## src/rtl/ctrl_pipe.sv

```systemverilog
// rtl/ctrl_pipe.sv - control-bundle pipeline (E, M, W ...) with per-stage stall, flush and bubble insertion
//
// Parameters:
//   WIDTH   control-bundle width per stage (1..64)
//   STAGES  number of pipeline register stages (1..8)
// Ports:
//   clk         single clock, rising edge
//   rst         asynchronous active-low reset
//   ctrl_in     decoded control bundle from the source stage
//   valid_in    ctrl_in holds a real instruction
//   stall_src   source stage stalled, insert a bubble into stage 0
//   stall       per-stage stall request, bit k = stage k
//   flush       per-stage flush request, bit k = stage k
//   ctrl_out    stage k bundle at [k*WIDTH +: WIDTH], zero when invalid
//   valid_out   stage k holds a real instruction
//   hold_out    effective hold per stage (combinational)
//   stall_cnt   cycles with any hold_out bit set
//   bubble_cnt  bubbles inserted into the pipe
// Configuration:
//   CTRL_PIPE_PERF_EN  when defined, stall_cnt/bubble_cnt count (saturating);
//                      otherwise both are tied to zero.

module ctrl_pipe #(
    parameter int WIDTH  = 22,
    parameter int STAGES = 3
) (
    input  logic                      clk,
    input  logic                      rst,
    input  logic [WIDTH-1:0]          ctrl_in,
    input  logic                      valid_in,
    input  logic                      stall_src,
    input  logic [STAGES-1:0]         stall,
    input  logic [STAGES-1:0]         flush,
    output logic [STAGES*WIDTH-1:0]   ctrl_out,
    output logic [STAGES-1:0]         valid_out,
    output logic [STAGES-1:0]         hold_out,
    output logic [31:0]               stall_cnt,
    output logic [31:0]               bubble_cnt
);

    logic [WIDTH-1:0]  r_ctrl [STAGES];
    logic [STAGES-1:0] r_valid;

    logic [STAGES-1:0] w_hold;
    logic [STAGES-1:0] w_bub_cond;
    logic [STAGES-1:0] w_src_valid;
    logic [WIDTH-1:0]  w_src_ctrl [STAGES];

    // A stall anywhere downstream back-pressures every upstream stage.
    always_comb begin
        w_hold = '0;
        w_hold[STAGES-1] = stall[STAGES-1];
        for (int k = STAGES - 2; k >= 0; k--) begin
            w_hold[k] = stall[k] | w_hold[k+1];
        end
    end

    assign hold_out = w_hold;

    // What each stage would load when neither flushed nor held.
    // Invalid inputs are zeroed here so ctrl is always 0 on invalid entries.
    always_comb begin
        w_bub_cond     = '0;
        w_src_valid    = '0;
        w_src_ctrl[0]  = valid_in ? ctrl_in : '0;
        w_src_valid[0] = valid_in;
        w_bub_cond[0]  = stall_src;
        for (int k = 1; k < STAGES; k++) begin
            w_src_ctrl[k]  = r_ctrl[k-1];
            w_src_valid[k] = r_valid[k-1];
            // Upstream is held, so its contents stay put; feed a bubble forward.
            w_bub_cond[k]  = w_hold[k-1];
        end
    end

    // Priority per stage: flush > hold > bubble > load.
    always_ff @(posedge clk or negedge rst) begin
        if (!rst) begin
            r_valid <= '0;
            for (int k = 0; k < STAGES; k++) begin
                r_ctrl[k] <= '0;
            end
        end else begin
            for (int k = 0; k < STAGES; k++) begin
                if (flush[k]) begin
                    r_ctrl[k]  <= '0;
                    r_valid[k] <= 1'b0;
                end else if (w_hold[k]) begin
                    r_ctrl[k]  <= r_ctrl[k];
                    r_valid[k] <= r_valid[k];
                end else if (w_bub_cond[k]) begin
                    r_ctrl[k]  <= '0;
                    r_valid[k] <= 1'b0;
                end else begin
                    r_ctrl[k]  <= w_src_ctrl[k];
                    r_valid[k] <= w_src_valid[k];
                end
            end
        end
    end

    always_comb begin
        ctrl_out = '0;
        for (int k = 0; k < STAGES; k++) begin
            ctrl_out[k*WIDTH +: WIDTH] = r_ctrl[k];
        end
    end

    assign valid_out = r_valid;

`ifdef CTRL_PIPE_PERF_EN
    logic [STAGES-1:0] w_bubble;
    logic [31:0]       w_bub_inc;
    logic [32:0]       w_bub_sum;
    logic [32:0]       w_stall_sum;
    logic [31:0]       r_stall_cnt;
    logic [31:0]       r_bubble_cnt;

    // A bubble is counted only when the bubble branch actually wins.
    always_comb begin
        w_bub_inc = '0;
        for (int k = 0; k < STAGES; k++) begin
            w_bubble[k] = !flush[k] && !w_hold[k] && w_bub_cond[k];
            w_bub_inc   = w_bub_inc + 32'(w_bubble[k]);
        end
        w_bub_sum   = {1'b0, r_bubble_cnt} + {1'b0, w_bub_inc};
        w_stall_sum = {1'b0, r_stall_cnt} + 33'(|w_hold);
    end

    always_ff @(posedge clk or negedge rst) begin
        if (!rst) begin
            r_stall_cnt  <= '0;
            r_bubble_cnt <= '0;
        end else begin
            r_stall_cnt  <= w_stall_sum[32] ? 32'hFFFF_FFFF : w_stall_sum[31:0];
            r_bubble_cnt <= w_bub_sum[32]   ? 32'hFFFF_FFFF : w_bub_sum[31:0];
        end
    end

    assign stall_cnt  = r_stall_cnt;
    assign bubble_cnt = r_bubble_cnt;
`else
    assign stall_cnt  = '0;
    assign bubble_cnt = '0;
`endif

endmodule

```

## config.mk

```make
export PLATFORM = sky130hd
export DESIGN_NAME = ctrl_pipe
export DESIGN_NICKNAME = d
export VERILOG_FILES = /design/src/rtl/ctrl_pipe.sv
export SDC_FILE = /design/constraint.sdc
export NUM_CORES = 1
export LEC_CHECK = 0
export ABC_AREA = 1
export BUFFER_PORTS_ARGS = -buffer_cell sky130_fd_sc_hd__clkbuf_2
export CAP_MARGIN = 0
export CELL_PAD_IN_SITES_DETAIL_PLACEMENT = 1
export CELL_PAD_IN_SITES_GLOBAL_PLACEMENT = 2
export CORE_ASPECT_RATIO = 1.1
export CORE_MARGIN = 3
export CORE_UTILIZATION = 23
export CTS_CLUSTER_DIAMETER = 120
export CTS_CLUSTER_SIZE = 16
export DETAILED_ROUTE_END_ITERATION = 6
export HOLD_SLACK_MARGIN = 0.05
export PLACE_DENSITY_LB_ADDON = 0.1
export SYNTH_ARGS = -nofsm -noshare
export SYNTH_HDL_FRONTEND = slang
export SYNTH_SLANG_ARGS = --single-unit
export TNS_END_PERCENT = 20
```

## constraint.sdc

```tcl
create_clock -name clk -period 0.8 [get_ports clk]
set_clock_uncertainty 0.1 [all_clocks]
set_input_delay 0.04 -clock clk [delete_from_list [all_inputs] [get_ports clk]]
set_output_delay 0.04 -clock clk [all_outputs]
set_load 0.005 [all_outputs]
```

==> results.yml <==
yosys:
  syn_avg_cell_area_sq_um: 8.34
  synth_most_common_cell: "nand2_1"
  synthesis.area_sq_um: 3550
  synth_edf_count: 0
  postSynthCellCount: 425
  synth.top_cell.area_share_pct: 48.7
  ys_ff_latch: 69
  yosysSeqAreaShare_pct: 48.7
  yosys-top-cells-area: "dfrtp_1 (49%), buf_4 (14%), nand3_1 (13%)"
  synth_warnings: 0
  synthArstFlopShare_pct: 100
  yosys-top-cells-count: "nand2_1 (115), nand3_1 (92), dfrtp_1 (69)"
  synth.distinct_cells: 17
  yosys.area.top_type: "dfrtp_1"
  synth_ff_type: "dfrtp_1"
power_and_ir_drop:
  ir_drop_v: 0.000977
  cellPowerDensity_nw_per_um2: 1640
  leakage_uw: 0.00273
route:
  first_pass_iters: 4
  antenna_left: 0
  drt-total-wl_microns: 10600
  wl_per_cell_microns: 13.8
  post-route-drc-count: 0
  vias: 3117
  via_per_inst: 4.06
  drt-initial-drc-count: 215
run_status:
  violations: "hold timing, setup timing"
  outcome: "finished, violations left"
setup_path:
  required_ns: 0.66
  worstPathMaxFanout: 2
  cp-start-kind: "flip-flop"
  critPathKind: "reg -> out"
  end_kind: "primary output"
  crit_top_cell: "buf_6"
  cp_slowest_cell: "dfrtp_1"
  max_stage_delay_ns: 0.41
  crit_chain: "buf_6 -> buf_6"
  arrival_ns: 0.97
timing:
  maxSlewViolCount: 0
  fmax_mhz: 903
  setup_ws_ns: -0.307
  finalSetupTns_ns: -16.07
  hold_viol: 23
  rsz0062_at_grt: "yes"
  setup_violations: 109
  hold_ws_ns: -0.0884
  period_needed_ns: 1.11
  post-route-period-util_pct: 138
clock_tree:
  cts_hold_buffers: 1
  clk_latency_ns: 0.32
  clockBufferDepth: 2
  cts_root_buffer: "clkbuf_16"
  clk_pin_slew_ns: 0.05
  clock-sinks: 69
  h-tree-depth: 3
  cts_made_buffers: 9
  cts_tree: "built"
die:
  die_w_microns: 124
  num_rows: 46
  coreArea_sq_um: 14700
  start_util_pct: 24.1
  pin_count: 168
  dieArea_sq_um: 16900
  chipHeight_microns: 136
grt:
  grt_first_pass_wirelength_microns: 17100
  grt_max_degree: 48
  grt_pass1_vias: 3109
  grt_usage_pct: 12.4
  antenna_found_initial: 0
  grt_overflow: 0
placement:
  hpwl_microns: 7740
  place_inst: 717
  gp_congestion: 0.709
  pre_cts_ws_ns: -0.202
  port_buffers: 103
min_path:
  hp-class: "in -> reg"
finish:
  final-seq-area_sq_um: 1730
  nets: 603
  multi_input_area_sq_um: 1580
  syn_to_final_growth_pct: 42.8
  fill_cells: 1814
  num_antenna_cells: 0
  stdcell_count: 767
  layout-drive-gt1-share_pct: 40.5
flow_run:
  maxCapViolCount: 0
worst paths after layout:
kind / from / endpoint / slack, ns / cells past startpoint
setup / recovery: ctrl_out[0] / ctrl_out[0] / -0.31 / 2
hold / removal: ctrl_in[12] / ctrl_out[12] / -0.09 / 5
setup reg to reg: ctrl_out[25] / ctrl_out[25] / -0.17 / 4
hold reg to reg: ctrl_out[61] / ctrl_out[61] / 0.41 / 2
max in group asynchronous: rst / ctrl_out[46] / 0.21 / 3
min in group asynchronous: rst / ctrl_out[60] / 0.13 / 3
cells by family (layout without fill, tap and decap cells):
family	after synthesis	after routing	synth area share, %
AO/OA/AOI/OAI	23	23	3.88
buffers and inverters	99	186	18.3
other	1	64	0.106
flip-flops	69	69	48.7
AND/OR/NAND/NOR	233	233	29.0
where the power goes:
part | total, uW | internal, uW | switching, uW
Sequential | 3600 | 3550 | 51.8
Clock | 3720 | 2330 | 1390
Combinational | 998 | 398 | 600
layout make-up:
cell class	instances	share of cell area, %
clock buffers	14	5.41
clock inverters	1	0.0988
inverters	5	0.371
multi-input cells	320	31.3
flip-flops and latches	69	34.1
well taps	192	4.74
repair buffers	166	24.0
metrics by stage:
| step | util [%] | power (uW) | instance area [sq um] |
|---|---|---|---|
| global placement | 28.8 | 4500 | 4240 |
| finish | 34.4 | 8310 | 5060 |
| CTS | 32.4 | 8370 | 4780 |
| floorplan | - | 4270 | 3810 |
| global route | 34.4 | 8760 | 5060 |
| detailed placement | 28.8 | 4510 | 4240 |
worst max-delay path, delay by kind of cell, from the launching register on:
| family | cells | cell delay (ns) |
|---|---|---|
| DFF | 1 | 0.41 |
| buffers and inverters | 2 | 0.23 |
per-layer routing:
layer / GRT usage [%] / routed length [microns]
met1: 16.5 / 4930
met2: 19.8 / 4960
met3: 3.14 / 599
met4: 4.20 / 123
met5: 0 / 0
timing repair:
item	in CTS	in global routing
buffers inserted	16	18
resized for setup	42	47
endpoints found under the setup margin	82	116
pin swaps	18	22
hold endpoints to repair	95	24
registers in the layout (all words and copies together), names as in the netlist:
name       cells
ctrl_out      66
valid_out      3
placed cells by master (no fill, tap or decap):
cell	Yosys	final
nand2_1	115	101
clkbuf_2	0	99
nand3_1	92	70
dfrtp_1	69	69
conb_1	1	64
buf_4	66	28
buf_6	3	28
nand3_2	0	22
nor3_1	22	22
nand2_2	2	15
o21ai_2	6	13
o21ai_1	0	10
clkbuf_16	0	9
buf_12	0	9
inv_2	3	3
clkbuf_8	0	3
inv_1	2	2
clkbuf_1	14	2
nor2_4	1	1
nand2_4	0	1
nor2_1	1	1
clkinv_2	0	1
dlygate4sd3_1	0	1
buf_2	5	1
Power figures use the tool's default switching activity.
